## config.mk

```make
export PLATFORM = sky130hd
export DESIGN_NAME = sal_bank_timing_ctrl
export DESIGN_NICKNAME = d
export VERILOG_FILES = /design/src/rtl/sal_pkg.sv /design/src/rtl/sal_timing_cntr.sv /design/src/rtl/sal_bank_timing_ctrl.sv
export SDC_FILE = /design/constraint.sdc
export NUM_CORES = 1
export LEC_CHECK = 0
export BUFFER_PORTS_ARGS = -buffer_cell sky130_fd_sc_hd__buf_2
export CAP_MARGIN = 25
export CORE_MARGIN = 5
export CORE_UTILIZATION = 35
export CTS_BUF_LIST = sky130_fd_sc_hd__clkbuf_2
export CTS_CLUSTER_SIZE = 12
export DETAILED_ROUTE_END_ITERATION = 8
export PLACE_DENSITY = 0.63
export SLEW_MARGIN = 20
export SYNTH_ARGS = -nofsm -noshare
export SYNTH_HDL_FRONTEND = slang
export SYNTH_SLANG_ARGS = --single-unit
```

## constraint.sdc

```tcl
create_clock -name clk -period 2.3 [get_ports clk]
set_input_delay 0.23 -clock clk [delete_from_list [all_inputs] [get_ports clk]]
set_output_delay 0.23 -clock clk [all_outputs]
set_load 0.05 [all_outputs]
```

## src/rtl/sal_pkg.sv

```systemverilog
// Shared types and default timing constants for the per-bank DDR2 command gate.
//   cmd_e        : scheduler / command-bus opcode (ACT, RD, WR, PRE)
//   bank_state_e : bank closed (S_IDLE) or row open (S_ACTIVE)
//   DEF_*        : default widths and DDR2 timing values in clock cycles
package sal_pkg;

  typedef enum logic [1:0] {
    CMD_ACT = 2'd0,
    CMD_RD  = 2'd1,
    CMD_WR  = 2'd2,
    CMD_PRE = 2'd3
  } cmd_e;

  typedef enum logic {
    S_IDLE   = 1'b0,
    S_ACTIVE = 1'b1
  } bank_state_e;

  localparam int unsigned DEF_ROW_WIDTH  = 14;
  localparam int unsigned DEF_CNTR_WIDTH = 4;
  localparam int unsigned DEF_T_RCD      = 3;
  localparam int unsigned DEF_T_RAS      = 8;
  localparam int unsigned DEF_T_RTP      = 2;
  localparam int unsigned DEF_T_WR       = 7;
  localparam int unsigned DEF_T_RP       = 3;

endpackage

```

## src/rtl/sal_timing_cntr.sv

```systemverilog
// Saturating down-counter for one DRAM timing constraint.
//   clk, rst        : clock, synchronous active-high reset
//   reset_cmd_i     : load reset_value_i this cycle
//   reset_value_i   : value loaded (T - 1)
//   is_zero_o       : registered flag, high while the counter sits at zero
module sal_timing_cntr
  import sal_pkg::*;
#(
  parameter int unsigned CNTR_WIDTH = DEF_CNTR_WIDTH
) (
  input  logic                  clk,
  input  logic                  rst,
  input  logic                  reset_cmd_i,
  input  logic [CNTR_WIDTH-1:0] reset_value_i,
  output logic                  is_zero_o
);

  logic [CNTR_WIDTH-1:0] cnt_q;
  logic [CNTR_WIDTH-1:0] cnt_d;

  // Load wins over decrement; saturate at zero.
  always_comb begin
    cnt_d = cnt_q;
    if (reset_cmd_i) begin
      cnt_d = reset_value_i;
    end else if (cnt_q != '0) begin
      cnt_d = cnt_q - CNTR_WIDTH'(1);
    end
  end

  // Zero flag is registered from the next value so readiness has no counter compare in its path.
  always_ff @(posedge clk) begin
    if (rst) begin
      cnt_q     <= '0;
      is_zero_o <= 1'b1;
    end else begin
      cnt_q     <= cnt_d;
      is_zero_o <= (cnt_d == '0);
    end
  end

endmodule

```

## src/rtl/sal_bank_timing_ctrl.sv

```systemverilog
// Per-bank DDR2 command gate between scheduler and command-bus mux.
// Tracks open/closed state and open row, and accepts a legal command only once
// tRCD / tRAS / tRTP / tWR / tRP have elapsed. Illegal commands are accepted,
// dropped and flagged on err_o.
//   clk, rst                           : clock, synchronous active-high reset
//   req_valid_i, req_cmd_i, req_row_i  : scheduler request
//   req_ready_o                        : combinational accept (no path from req_valid_i)
//   cmd_valid_o, cmd_o, cmd_row_o      : registered issued-command strobe and payload
//   bank_open_o, open_row_o            : registered bank state
//   err_o                              : registered one-cycle illegal-command pulse
module sal_bank_timing_ctrl
  import sal_pkg::*;
#(
  parameter int unsigned ROW_WIDTH  = DEF_ROW_WIDTH,
  parameter int unsigned CNTR_WIDTH = DEF_CNTR_WIDTH,
  parameter int unsigned T_RCD      = DEF_T_RCD,
  parameter int unsigned T_RAS      = DEF_T_RAS,
  parameter int unsigned T_RTP      = DEF_T_RTP,
  parameter int unsigned T_WR       = DEF_T_WR,
  parameter int unsigned T_RP       = DEF_T_RP
) (
  input  logic                 clk,
  input  logic                 rst,
  input  logic                 req_valid_i,
  input  logic [1:0]           req_cmd_i,
  input  logic [ROW_WIDTH-1:0] req_row_i,
  output logic                 req_ready_o,
  output logic                 cmd_valid_o,
  output logic [1:0]           cmd_o,
  output logic [ROW_WIDTH-1:0] cmd_row_o,
  output logic                 bank_open_o,
  output logic [ROW_WIDTH-1:0] open_row_o,
  output logic                 err_o
);

  cmd_e        req_cmd;
  bank_state_e state_q;
  bank_state_e state_d;

  logic legal_c;
  logic accept_c;
  logic issue_c;
  logic ld_rcd_ras_c;
  logic ld_rtp_c;
  logic ld_wr_c;
  logic ld_rp_c;

  logic rcd_zero;
  logic ras_zero;
  logic rtp_zero;
  logic wr_zero;
  logic rp_zero;

  logic                 cmd_valid_q;
  cmd_e                 cmd_q;
  logic [ROW_WIDTH-1:0] cmd_row_q;
  logic                 bank_open_q;
  logic [ROW_WIDTH-1:0] open_row_q;
  logic                 err_q;

  assign req_cmd = cmd_e'(req_cmd_i);

  // State register.
  always_ff @(posedge clk) begin
    if (rst) begin
      state_q <= S_IDLE;
    end else begin
      state_q <= state_d;
    end
  end

  // Next-state: only an issued ACT opens and an issued PRE closes the bank.
  always_comb begin
    state_d = state_q;
    if (issue_c) begin
      case (req_cmd)
        CMD_ACT: state_d = S_ACTIVE;
        CMD_PRE: state_d = S_IDLE;
        default: state_d = state_q;
      endcase
    end
  end

  // Legality, readiness and counter-load decode.
  always_comb begin
    legal_c      = 1'b0;
    req_ready_o  = 1'b1;
    ld_rcd_ras_c = 1'b0;
    ld_rtp_c     = 1'b0;
    ld_wr_c      = 1'b0;
    ld_rp_c      = 1'b0;

    if (state_q == S_IDLE) begin
      legal_c = (req_cmd == CMD_ACT);
    end else begin
      legal_c = (req_cmd != CMD_ACT);
    end

    // Illegal commands are always ready so they drain immediately.
    if (legal_c) begin
      case (req_cmd)
        CMD_ACT: req_ready_o = rp_zero;
        CMD_RD,
        CMD_WR:  req_ready_o = rcd_zero;
        CMD_PRE: req_ready_o = ras_zero & rtp_zero & wr_zero;
        default: req_ready_o = 1'b1;
      endcase
    end

    accept_c = req_valid_i & req_ready_o;
    issue_c  = accept_c & legal_c;

    if (issue_c) begin
      case (req_cmd)
        CMD_ACT: ld_rcd_ras_c = 1'b1;
        CMD_RD:  ld_rtp_c     = 1'b1;
        CMD_WR:  ld_wr_c      = 1'b1;
        CMD_PRE: ld_rp_c      = 1'b1;
        default: ;
      endcase
    end
  end

  // Issued-command strobe, error pulse and bank-state output registers.
  always_ff @(posedge clk) begin
    if (rst) begin
      cmd_valid_q <= 1'b0;
      cmd_q       <= CMD_ACT;
      cmd_row_q   <= '0;
      bank_open_q <= 1'b0;
      open_row_q  <= '0;
      err_q       <= 1'b0;
    end else begin
      cmd_valid_q <= issue_c;
      err_q       <= accept_c & ~legal_c;
      bank_open_q <= (state_d == S_ACTIVE);
      if (issue_c) begin
        cmd_q     <= req_cmd;
        cmd_row_q <= (req_cmd == CMD_ACT) ? req_row_i : open_row_q;
        if (req_cmd == CMD_ACT) begin
          open_row_q <= req_row_i;
        end
      end
    end
  end

  assign cmd_valid_o = cmd_valid_q;
  assign cmd_o       = cmd_q;
  assign cmd_row_o   = cmd_row_q;
  assign bank_open_o = bank_open_q;
  assign open_row_o  = open_row_q;
  assign err_o       = err_q;

  // One saturating counter per constraint; tRCD and tRAS share the ACT load.
  sal_timing_cntr #(.CNTR_WIDTH(CNTR_WIDTH)) u_rcd (
    .clk(clk), .rst(rst), .reset_cmd_i(ld_rcd_ras_c),
    .reset_value_i(CNTR_WIDTH'(T_RCD - 1)), .is_zero_o(rcd_zero)
  );

  sal_timing_cntr #(.CNTR_WIDTH(CNTR_WIDTH)) u_ras (
    .clk(clk), .rst(rst), .reset_cmd_i(ld_rcd_ras_c),
    .reset_value_i(CNTR_WIDTH'(T_RAS - 1)), .is_zero_o(ras_zero)
  );

  sal_timing_cntr #(.CNTR_WIDTH(CNTR_WIDTH)) u_rtp (
    .clk(clk), .rst(rst), .reset_cmd_i(ld_rtp_c),
    .reset_value_i(CNTR_WIDTH'(T_RTP - 1)), .is_zero_o(rtp_zero)
  );

  sal_timing_cntr #(.CNTR_WIDTH(CNTR_WIDTH)) u_wr (
    .clk(clk), .rst(rst), .reset_cmd_i(ld_wr_c),
    .reset_value_i(CNTR_WIDTH'(T_WR - 1)), .is_zero_o(wr_zero)
  );

  sal_timing_cntr #(.CNTR_WIDTH(CNTR_WIDTH)) u_rp (
    .clk(clk), .rst(rst), .reset_cmd_i(ld_rp_c),
    .reset_value_i(CNTR_WIDTH'(T_RP - 1)), .is_zero_o(rp_zero)
  );

endmodule

```

[Word-level counts from Yosys, hierarchy flattened]
Index checks and enable logic that the tools add are counted.
Storage, ports and cells
  bits in registers: 44
  bits of input ports: 19
  output and inout port bits: 34
  logic and storage cells: 67
Operators by class
  add/subtract/negate cells: 5
  eq/ne operators: 3
  mux-type cells: 22
  bitwise gates (word level): 6
  reductions and logical operators: 16
Operator list (count)
  $mux W4: 10
  $logic_not A4 Y1: 5
  $reduce_bool A4 Y1: 5
  $sub A4 B1 Y4 const B: 5
  $mux W1: 10
  $and A1 B1 Y1: 5
  $eq A2 B2 Y1 const B: 2
  $reduce_and A2 Y1: 2
  $reduce_bool A2 Y1: 2
  $pmux W1 S3: 1
  $eq A2 B1 Y1 const B: 1
  $logic_not A2 Y1: 1
  $pmux W1 S2: 1
  $reduce_or A2 Y1: 1
  $not A1 Y1: 1

[Depth between registers and ports, before layout]
Gate-level depths: netlist (run 1).
  word-level depth: 9
  depth in mapped cells: 8
  depth with buffers taken out: 6

[Modules after synthesis]
A second synthesis (run 1) with hierarchy kept.
Second synthesis, totals
  cells, all modules: 270
  area, all modules: 2349.8 sq um
By module, submodules not included
  sal_timing_cntr (u_ras ...): instances 4, cells an instance 30, area each 271.5 sq um, sequential area each 100.1 sq um
  sal_bank_timing_ctrl: instances 1, cells an instance 115, area each 959.7 sq um, sequential area each 380.4 sq um
  sal_timing_cntr (u_rcd): instances 1, cells an instance 35, area each 304.0 sq um, sequential area each 100.1 sq um

[Worst setup path after synthesis (run 1)]
Ideal clock, no wire load.
  path type: reg2out
  from: register bank_open_o (netlist name)
  to: output req_ready_o
  arrival: 1.681 ns
  data required time: 2.070 ns
  setup slack: 0.389 ns
  cell stages (with the launch flop): 3
  buffers on the path: 0
  path through: dfxtp_1 -> nor2b_2 -> a22oi_1
RTL lines
  to (decl): RTL line sal_bank_timing_ctrl.sv:27  | output logic req_ready_o,

[Worst setup path in the final report (run 1)]
  from: register u_ras.is_zero_o
  to: output req_ready_o
Between the ends
  longest elaborated chain between the ends: 4
Ends and longest elaborated chain
  from (decl): RTL line sal_timing_cntr.sv:15  | output logic is_zero_o
  from (signal assigned): RTL line sal_timing_cntr.sv:38  | is_zero_o <= (cnt_d == '0);
  $and A1 B1 Y1 (2 in series): RTL line sal_bank_timing_ctrl.sv:105  | CMD_PRE: req_ready_o = ras_zero & rtp_zero & wr_zero;
  $pmux W1 S3: RTL line sal_bank_timing_ctrl.sv:101  | case (req_cmd)
  $mux W1: RTL line sal_bank_timing_ctrl.sv:100  | if (legal_c) begin
Every way passes these cells.

==> results.py, run 1 <==
metrics = {
    "synth": {
        "synthMuxAreaShare_pct": 2.72,
        "synth_cells": 260,
        "yosysWarningCount": 0,
        "synth.avg_cell_area_um2": 8.48,
        "ys.flop_type": "dfxtp_1",
        "synthSimpleGateAreaFrac_pct": 24.9,
        "synth_top_family_by_area": "simple AND/OR/NAND/NOR gates",
        "ys_seq_area_share_pct": 39.9,
        "synthAdderAreaFrac_pct": 5.10,
        "synth_fp_nets": 288,
        "synth-seq-cells": 44,
        "async_flop_share_pct": 0,
        "syn-cell-area_mm2": 0.00221,
        "synth_xor_xnor_area_share_pct": 2.78,
        "synth_compound_area_share_pct": 15.1,
        "synth_cell_types": 47,
        "synth_edf_count": 0,
    },
    "route": {
        "route.detailed.drc": 0,
        "drtPass1Iterations": 4,
        "wl_per_cell_um": 11.7,
        "via_count": 1825,
        "routed_via_density": 4.67,
        "drt-initial-drc-count": 43,
        "drt-total-wl_um": 4560,
        "final_antenna_net_count": 0,
    },
    "run_status": {
        "status": "finished clean",
    },
    "final_layout": {
        "utilization_pct": 42.1,
        "drive_gt1_share_pct": 22.3,
        "nNetsFinal": 341,
        "multi_input_area_mm2": 0.00112,
        "antenna_cells": 0,
        "fin_cells": 391,
        "seq_area_um2": 881,
        "area_growth_pct": 19.1,
        "nFillCells": 655,
    },
    "sta": {
        "finalHoldViolCount": 0,
        "slew_viol_final": 0,
        "skew_ns": 0.0296,
        "setup_tns_ns": 0,
        "period_minus_slack_ns": 1.80,
        "slew_headroom_pct": 69.1,
        "period_share_pct": 78.4,
        "setup_slack_ns": 0.496,
        "rsz0062_at_grt": "false",
        "max_freq_ghz": 0.554,
        "final-setup-viol-count": 0,
        "worst_pin_slew_ns": 0.462,
    },
    "setup_path": {
        "cp_max_fo": 3,
        "crit_path_end_kind": "primary output",
        "critical_path_class": "flop to primary output",
        "crit_path_start_kind": "flop",
        "crit_arrival_ns": 1.57,
        "cp.required_ns": 2.07,
    },
    "clock_network": {
        "cts_root_buffer": "clkbuf_2",
        "clk-insertion-delay-late_ns": 0.42,
        "postCtsSetupBuffers": 0,
        "cts.sinks": 44,
        "cts_tree": "done",
        "htree_levels": 2,
        "clockBufferDepth": 2,
        "cts_resized": 0,
        "cts_buffers": 5,
        "postCtsHoldBufs": 14,
        "clk_pin_slew_ns": 0.23,
    },
    "placed_design": {
        "dp_cells": 369,
        "place_ws_ns": 0.514,
        "io_buffers": 52,
        "place_hpwl_um": 3170,
        "gp_congestion": 0.747,
    },
    "floorplan": {
        "dieHeight_um": 89.4,
        "io_pins": 53,
        "fp.dieW_um": 89.4,
        "rows": 29,
        "die_area_mm2": 0.00799,
        "core-area_mm2": 0.00624,
        "start_util_pct": 35.3,
    },
    "min_path": {
        "hold_class": "primary input to flop",
    },
    "power_and_ir_drop": {
        "max-vdd-ir-drop_mv": 0.373,
        "total_leakage_power_nw": 1.19,
        "p_total_mw": 2.82,
        "powerDensity_mw_per_mm2": 1070,
    },
    "global_route": {
        "overflow": 0,
        "gr-usage-all-layers_pct": 12.1,
        "grt_antenna_before_repair": 0,
        "grt_pass1_wl_um": 7640,
        "grt_max_degree": 25,
        "grt_pass1_vias": 1713,
    },
    "flow_run": {
        "timing.max_cap.violations": 0,
    },
}
[metrics by stage]
stage | hold slack (ns) | instance area (µm²)
finish | 0.0911 | 2630
global route | 0.0649 | 2630
CTS | 0.0602 | 2630
detailed placement | 0.449 | 2420
global placement | 0.446 | 2420
floorplan | 0.366 | 2210
[Yosys cell counts, types with 2 or more instances]
master,number,area (µm²)
nor2b_1,7,43.8
nor2_1,17,63.8
o21ai_0,3,15.0
nand3b_1,4,30.0
nor3b_2,3,37.5
nand2_1,36,135
clkbuf_1,2,7.51
nor3_1,10,50.1
buf_6,2,22.5
xnor2_1,7,61.3
inv_1,14,52.6
a211oi_1,4,30.0
nor3b_1,4,30.0
buf_1,2,7.51
dfxtp_1,44,881
and3_1,4,25.0
or3_1,4,25.0
mux2i_1,6,60.1
a21oi_1,30,150
nand2b_1,3,18.8
nand3_1,2,10.0
buf_4,15,113
ha_1,9,113
a21o_1,5,37.5
[layer usage]
layer	part of all wire (%)	global-route usage (%)	up-vias	wire length, µm
met5	0	0	-	0
met4	1.0	3.65	0	46
met3	3.3	3.04	4	152
met2	49	20.4	23	2230
met1	47	15.1	814	2130
li1	-	-	984	-
[path summary, 6_finish.rpt]
path                    from        endpoint  slack (ns)  cells past startpoint
min             req_cmd_i[1]        cmd_o[1]        0.09                      3
max reg2reg    u_rp.cnt_q[0]  u_rp.is_zero_o        0.74                      5
max          u_ras.is_zero_o     req_ready_o        0.50                      4
min reg2reg         cmd_o[0]        cmd_o[0]        0.47                      2
[where the power goes]
group          leakage [nW]  switching [mW]  total [mW]  internal (mW)
Sequential            0.361           0.184        1.14          0.953
Combinational         0.784           0.668        1.25          0.587
Clock                0.0430           0.245       0.432          0.187
[area by class of cell]
class | instances | share of cell area (%)
clock buffers | 6 | 1.14
repair buffers | 68 | 15.8
clock inverters | 2 | 1.33
inverters | 14 | 2.00
multi-input cells | 180 | 42.5
flip-flops and latches | 44 | 33.5
well taps | 77 | 3.67
[flip-flops by register name (all words and copies together), names as in the netlist]
name and count:
bank_open_o 1, cmd_o 2, cmd_valid_o 1, err_o 1, open_row_o 14, u_ras.cnt_q 4
u_ras.is_zero_o 1, u_rcd.cnt_q 4, u_rcd.is_zero_o 1, u_rp.cnt_q 4, u_rp.is_zero_o 1, u_rtp.cnt_q 4
u_rtp.is_zero_o 1, u_wr.cnt_q 4, u_wr.is_zero_o 1
[critical path: stages, from the launching register on]
cell and delay [ns]:
dfxtp_1 0.39, and4_1 0.24, nor2_1 0.06, a22oi_1 0.16
buf_2 0.30
[cells by family after synthesis]
| logic type | Yosys count |
|---|---|
| simple gates | 104 |
| fa+ha+maj | 9 |
| compound gates | 54 |
| mux | 6 |
| buf+inv | 36 |
| xor+xnor | 7 |
| flops | 44 |
[cells in the final DEF, fill, tap and decap left out, types with 2 or more instances in the layout]
cell / synthesis / layout
nand2_1: 36 / 36
a211oi_1: 4 / 4
dlygate4sd3_1: 0 / 14
nand3b_1: 4 / 4
and3_1: 4 / 4
a21oi_1: 30 / 30
or3_1: 4 / 4
clkbuf_2: 0 / 6
nor3_1: 10 / 10
buf_2: 1 / 52
xnor2_1: 7 / 7
nand2b_1: 3 / 3
nor3b_2: 3 / 3
inv_1: 14 / 14
ha_1: 9 / 9
dfxtp_1: 44 / 44
nor2b_1: 7 / 7
a21o_1: 5 / 5
nor3b_1: 4 / 4
buf_4: 15 / 2
o21ai_0: 3 / 3
nand3_1: 2 / 2
mux2i_1: 6 / 6
nor2_1: 17 / 17
Note: power is estimated with default switching activity, not from simulation.
==> run 2, diff against run 1 <==
Settings changed: ABC_AREA set to 1, PLACE_DENSITY 0.63 to 0.64.
Clock period 2.3 ns to 1.8 ns, I/O delays scaled along.
==> run 2 against run 1 <==
Total power up 21%. Critical path depth up 1. Worst setup slack worse by 0.36 ns. Die area down 5.9%. Via count down 1.2%. Design area down 4.1%.
==> results.py, run 2 <==
metrics = {
    "clock_network": {
        "clockBufferDepth": 2,
        "clk-insertion-delay-late_ns": 0.39,
        "cts_buffers": 5,
        "cts_root_buffer": "clkbuf_2",
        "htree_levels": 2,
        "cts_resized": 0,
        "clk_pin_slew_ns": 0.22,
        "cts.sinks": 44,
        "postCtsHoldBufs": 14,
        "postCtsSetupBuffers": 0,
        "cts_tree": "done",
    },
    "min_path": {
        "whs_path_depth": 3,
        "hold_class": "primary input to flop",
        "holdPathEnd": "err_o",
        "hp-start": "req_valid_i",
    },
    "final_layout": {
        "antenna_cells": 0,
        "drive_gt1_share_pct": 21.9,
        "area_growth_pct": 22.3,
        "nNetsFinal": 361,
        "layout_commonest_cell": "nand2_1",
        "final_cell_mix": "nand2_1, buf_2, dfxtp_1",
        "utilization_pct": 43.3,
        "largest_reg_flops": 14,
    },
    "power_and_ir_drop": {
        "max-vdd-ir-drop_mv": 0.572,
        "powerDensity_mw_per_mm2": 1360,
        "p_total_mw": 3.43,
        "total_leakage_power_nw": 1.24,
    },
    "setup_path": {
        "r2r_end": "u_rp.is_zero_o",
        "cp_max_fo": 5,
        "reg2reg_slack_ns": 0.31,
        "path_cells": "inv_2 -> nand2_2 -> nor2_1 -> nor2_4 -> buf_2",
        "crit_buf_inv": 2,
        "cp-startpoint": "bank_open_o",
        "rr_startpoint": "u_rp.cnt_q[0]",
        "crit_arrival_ns": 1.48,
        "max_stage_delay_ns": 0.46,
        "crit_family": "flip-flops",
        "crit_path_start_kind": "flop",
        "cp.required_ns": 1.62,
        "critical_path_class": "flop to primary output",
        "crit_path_end_kind": "primary output",
        "r2r_cells": 10,
        "cp_slowest_cell": "dfxtp_1",
    },
    "route": {
        "drt-total-wl_um": 4270,
        "via_count": 1803,
        "wl_per_cell_um": 10.4,
        "drtPass1Iterations": 4,
        "route.detailed.drc": 0,
        "drt-initial-drc-count": 66,
        "final_antenna_net_count": 0,
        "routed_via_density": 4.41,
    },
    "synth": {
        "synthTopCellsByArea": "dfxtp_1, nand2_1, inv_1, a21oi_1, buf_4",
        "yosys.area.top_type": "dfxtp_1",
        "yosysMostFrequentCell": "nand2_1",
        "synth_fp_nets": 304,
        "ys_seq_area_share_pct": 42.7,
        "synth_cell_types": 23,
        "ys.flop_type": "dfxtp_1",
        "synth_cells": 276,
        "yosysWarningCount": 0,
        "synth_edf_count": 0,
        "synth-seq-cells": 44,
        "syn-cell-area_mm2": 0.00206,
        "async_flop_share_pct": 0,
        "ys_top_cells_by_count": "nand2_1, dfxtp_1, inv_1, a21oi_1, nor2_1",
        "synth.avg_cell_area_um2": 7.47,
        "synth_top_area_share_pct": 42.7,
    },
    "sta": {
        "worst_pin_slew_ns": 0.429,
        "skew_ns": 0.0198,
        "max_freq_ghz": 0.602,
        "slew_viol_final": 0,
        "rsz0062_at_grt": "false",
        "final-setup-viol-count": 0,
        "slew_headroom_pct": 71.4,
        "finalHoldViolCount": 0,
        "period_share_pct": 92.3,
        "period_minus_slack_ns": 1.66,
        "setup_tns_ns": 0,
    },
    "floorplan": {
        "start_util_pct": 35.4,
        "die_area_mm2": 0.00752,
        "dieHeight_um": 86.7,
        "fp.dieW_um": 86.7,
        "core-area_mm2": 0.00582,
        "rows": 28,
        "io_pins": 53,
    },
    "placed_design": {
        "io_buffers": 52,
        "gp_congestion": 0.732,
        "place_hpwl_um": 3060,
    },
    "flow_run": {
        "timing.max_cap.violations": 0,
    },
    "global_route": {
        "grt_antenna_before_repair": 0,
        "gr-usage-all-layers_pct": 11.4,
        "grt_pass1_wl_um": 6990,
        "grt_pass1_vias": 1676,
        "grt_max_degree": 23,
        "overflow": 0,
    },
    "run_status": {
        "status": "finished clean",
    },
}
## run 2: cell types whose count changed in the layout (fill, tap and decap cells not counted), sizes merged, moves of 6 or more
cell,change
inv,+24
nor2b,-8
nor3b,-7
xnor2,-7
xor2,+7
o21ai,+6
nor2,+10
nand3,+8
mux2i,-6
nand2,+24
## run 2: worst max-delay path by stage
stage	cells after the start	end
after floorplan	9	u_rp.is_zero_o
after global placement	12	u_rp.is_zero_o
after detailed placement	11	bank_open_o
after CTS	5	req_ready_o
after global routing	5	req_ready_o
final	5	req_ready_o
## run 2: layout make-up
| cell class | count | area, µm² |
|---|---|---|
| fill | 607 | 3300 |
| tap | 75 | 93.8 |
| timing repair buffer | 71 | 438 |
| inverter | 39 | 146 |
| clock inverter | 3 | 42.5 |
| multi-input combinational | 172 | 893 |
| sequential | 44 | 881 |
| clock buffer | 5 | 25.0 |
## run 2: through the flow
step,worst slack (ns),area [µm²],hold WS (ns),std cells
finish,0.138,2520,0.0518,409
detailed placement,0.259,2310,0.431,387
global placement,0.293,2310,0.428,387
floorplan,0.00333,2060,0.321,276
CTS,0.107,2520,0.0283,409
global route,0.00355,2520,0.00777,409
## run 2: cells by family after synthesis
group,Yosys count,synth area share (%)
XOR/XNOR,7,2.98
adder cells (fa/ha/maj),9,5.46
buffers and inverters,60,13.9
AND/OR/NAND/NOR,115,24.4
AO/OA/AOI/OAI,41,10.5
flip-flops,44,42.7
## run 2: layer usage
layer	track usage (%)	share of wire (%)	routed length, µm	up-vias
li1	-	-	-	966
met1	13.3	44	1880	788
met2	20.1	50	2130	45
met3	3.04	4.8	204	4
met4	3.97	1.2	53	0
met5	0	0	0	-
## run 2: where the power goes
part	switching, mW	leakage (nW)	internal (mW)
combinational	0.952	0.839	0.569
clock	0.310	0.0390	0.232
sequential	0.148	0.362	1.22
total	1.41	1.24	2.02
## run 2: worst reg2reg max path, stage by stage (launching register included)
cell	delay (ns)
dfxtp_1	0.35
inv_1	0.10
ha_1	0.17
inv_1	0.04
nor2_1	0.16
nand2_1	0.12
xor2_1	0.21
nand2_1	0.08
nor2_1	0.09
nand3_1	0.08
nand2_1	0.07
==> run 3, diff against run 2 <==
Settings changed: PLACE_DENSITY 0.64 to 0.62, SYNTH_HIERARCHICAL set to 1.
==> run 3 against run 2 <==
Worst setup slack gained 0.018 ns. Sequential power grew 4%. Clock skew shrank 0.0059 ns. Core utilization grew 2.5 points. Register-to-register slack lost 0.07 ns. Die area grew 18%.
==> results.py, run 3 <==
metrics = {
    "power_and_ir_drop": {
        "internal-power_mw": 2.31,
        "power.share.clock_pct": 13.1,
        "max-vdd-ir-drop_mv": 0.492,
        "p_switching_mw": 1.82,
        "pwr-share-comb_pct": 52.4,
        "total_leakage_power_nw": 1.69,
        "power_frac_seq_pct": 34.5,
        "powerDensity_mw_per_mm2": 1320,
        "switching_share_pct": 44.2,
        "p_total_mw": 4.13,
    },
    "route": {
        "routed_via_density": 4.19,
        "wl_per_cell_um": 9.59,
        "route.detailed.drc": 0,
        "drtPass1Iterations": 4,
        "drt-initial-drc-count": 114,
        "via_count": 2327,
        "final_antenna_net_count": 0,
        "drt-total-wl_um": 5320,
    },
    "placed_design": {
        "io_buffers": 52,
        "place_hpwl_um": 4040,
        "gp_congestion": 0.861,
    },
    "floorplan": {
        "dieHeight_um": 94.1,
        "core-area_mm2": 0.00683,
        "io_pins": 53,
        "start_util_pct": 36.2,
        "fp.dieW_um": 94.1,
        "rows": 30,
        "die_area_mm2": 0.00886,
    },
    "setup_path": {
        "crit_path_end_kind": "primary output",
        "path_cells": "nor2_2 -> nand2_1 -> buf_4 -> a21boi_2 -> buf_4",
        "crit_arrival_ns": 1.46,
        "crit_top_cell": "buf_4",
        "reg2reg_slack_ns": 0.24,
        "cp_slowest_cell": "dfxtp_2",
        "crit_path_start_kind": "flop",
        "cp.required_ns": 1.62,
        "critical_path_class": "flop to primary output",
        "rr_startpoint": "bank_open_o",
        "max_stage_delay_ns": 0.39,
        "r2r_cells": 12,
        "cp_max_fo": 5,
        "r2r_end": "u_rp/is_zero_o",
    },
    "sta": {
        "finalHoldViolCount": 0,
        "final-setup-viol-count": 0,
        "max_freq_ghz": 0.608,
        "period_share_pct": 91.4,
        "skew_ns": 0.0139,
        "slew_viol_final": 0,
        "worst_pin_slew_ns": 0.512,
        "rsz0062_at_grt": "true",
        "period_minus_slack_ns": 1.64,
        "whs_ns": 0.135,
        "slew_headroom_pct": 65.8,
        "setup_tns_ns": 0,
    },
    "synth": {
        "yosys.area.top_type": "dfxtp_1",
        "ys.flop_type": "dfxtp_1",
        "yosysWarningCount": 6,
        "syn-cell-area_mm2": 0.00248,
        "synth-seq-cells": 44,
        "ys_top_cells_by_count": "nand2_1, inv_1, dfxtp_1, nand3_1, a21oi_1",
        "synth.avg_cell_area_um2": 6.67,
        "ys_seq_area_share_pct": 35.6,
        "synth_top_area_share_pct": 35.6,
        "synth_edf_count": 0,
        "synth_cell_types": 25,
        "async_flop_share_pct": 0,
        "yosysMostFrequentCell": "nand2_1",
        "synth_cells": 371,
        "synthTopCellsByArea": "dfxtp_1, nand2_1, inv_1, nand3_1, a21oi_1",
    },
    "min_path": {
        "hp-start": "req_valid_i",
        "whs_path_depth": 3,
        "holdPathEnd": "err_o",
        "hold_class": "primary input to flop",
    },
    "flow_run": {
        "timing.max_cap.violations": 0,
    },
    "final_layout": {
        "drive_gt1_share_pct": 25.1,
        "final_cell_mix": "nand2_1, inv_1, buf_2",
        "area_growth_pct": 26.4,
        "layout_commonest_cell": "nand2_1",
        "nNetsFinal": 486,
        "largest_reg_flops": 14,
        "antenna_cells": 0,
    },
    "global_route": {
        "grt_max_degree": 22,
        "gr-usage-all-layers_pct": 12.8,
        "grt_pass1_vias": 2164,
        "grt_antenna_before_repair": 0,
        "grt_pass1_wl_um": 9320,
        "overflow": 0,
    },
    "clock_network": {
        "clk_pin_slew_ns": 0.20,
        "cts_root_buffer": "clkbuf_2",
        "cts.sinks": 44,
        "clk-insertion-delay-late_ns": 0.38,
        "postCtsSetupBuffers": 0,
        "clockBufferDepth": 2,
        "cts_buffers": 5,
        "htree_levels": 2,
        "cts_tree": "done",
    },
    "run_status": {
        "status": "finished clean",
    },
}
==> run 3: worst max-delay path: cells and delay by family (launching register included) <==
kind | cells | cell delay [ns]
flops | 1 | 0.39
simple gates | 2 | 0.21
buf+inv | 2 | 0.33
compound gates | 1 | 0.15
==> run 3: what timing repair did <==
action                     CTS  global route
gates resized for setup      1             3
setup endpoints to repair    1             1
hold endpoints to repair    14             1
hold buffers                14             1
==> run 3: worst max path at each step <==
stage / endpoint / slack, ns / depth (start not counted) / start
global placement: u_wr/is_zero_o / 0.03 / 14 / req_cmd_i[0]
floorplan: req_ready_o / 0.11 / 3 / bank_open_o
finish: req_ready_o / 0.16 / 5 / bank_open_o
CTS: req_ready_o / 0.03 / 5 / bank_open_o
detailed placement: u_rp/is_zero_o / -0.006 / 16 / req_cmd_i[0]
global route: u_rp/is_zero_o / -0.01 / 13 / u_wr/is_zero_o
==> run 3: power groups by stage <==
stage          registers [mW]  clock network, mW  logic, mW
2_1_floorplan            1.48                  0       1.70
3_3_place_gp             1.44                  0       2.10
3_5_place_dp             1.44                  0       2.14
4_1_cts                  1.42              0.568       2.18
5_1_grt                  1.47              0.616       2.53
6_report                 1.42              0.541       2.17
==> run 3: cell type report <==
cell class	count	area (µm²)
inverters	65	244
fillers	707	3700
flip-flops and latches	44	885
well taps	96	120
clock inverters	2	35.0
repair buffers	80	523
clock buffers	6	30.0
multi-input cells	262	1290
==> run 3: logic make-up after synthesis <==
logic type                 count (synthesis)  synth area share (%)
other                                      2                 0.303
buffers and inverters                     83                  15.1
adders and majority gates                  9                  4.55
DFF                                       44                  35.6
xor gates and xnor gates                   1                 0.354
and+or+nand+nor                          197                  36.2
AOI/OAI and AO/OA                         35                  7.93
==> run 3: through the flow <==
stage | util (%) | area, µm² | cells | setup slack (ns)
after floorplan | - | 2540 | 389 | 0.111
after global placement | 42.5 | 2910 | 532 | 0.0279
after CTS | 45.6 | 3110 | 554 | 0.0271
after detailed placement | 42.5 | 2910 | 532 | -0.00588
after global routing | 45.8 | 3130 | 555 | -0.0121
final | 45.8 | 3130 | 555 | 0.156
==> run 3: routing by layer <==
metal | wire, µm | GRT usage (%) | up-vias
met5 | 0 | 0 | -
met4 | 47 | 2.89 | 0
met3 | 190 | 2.64 | 6
met2 | 2600 | 22.8 | 40
met1 | 2480 | 15.8 | 1008
li1 | - | - | 1273
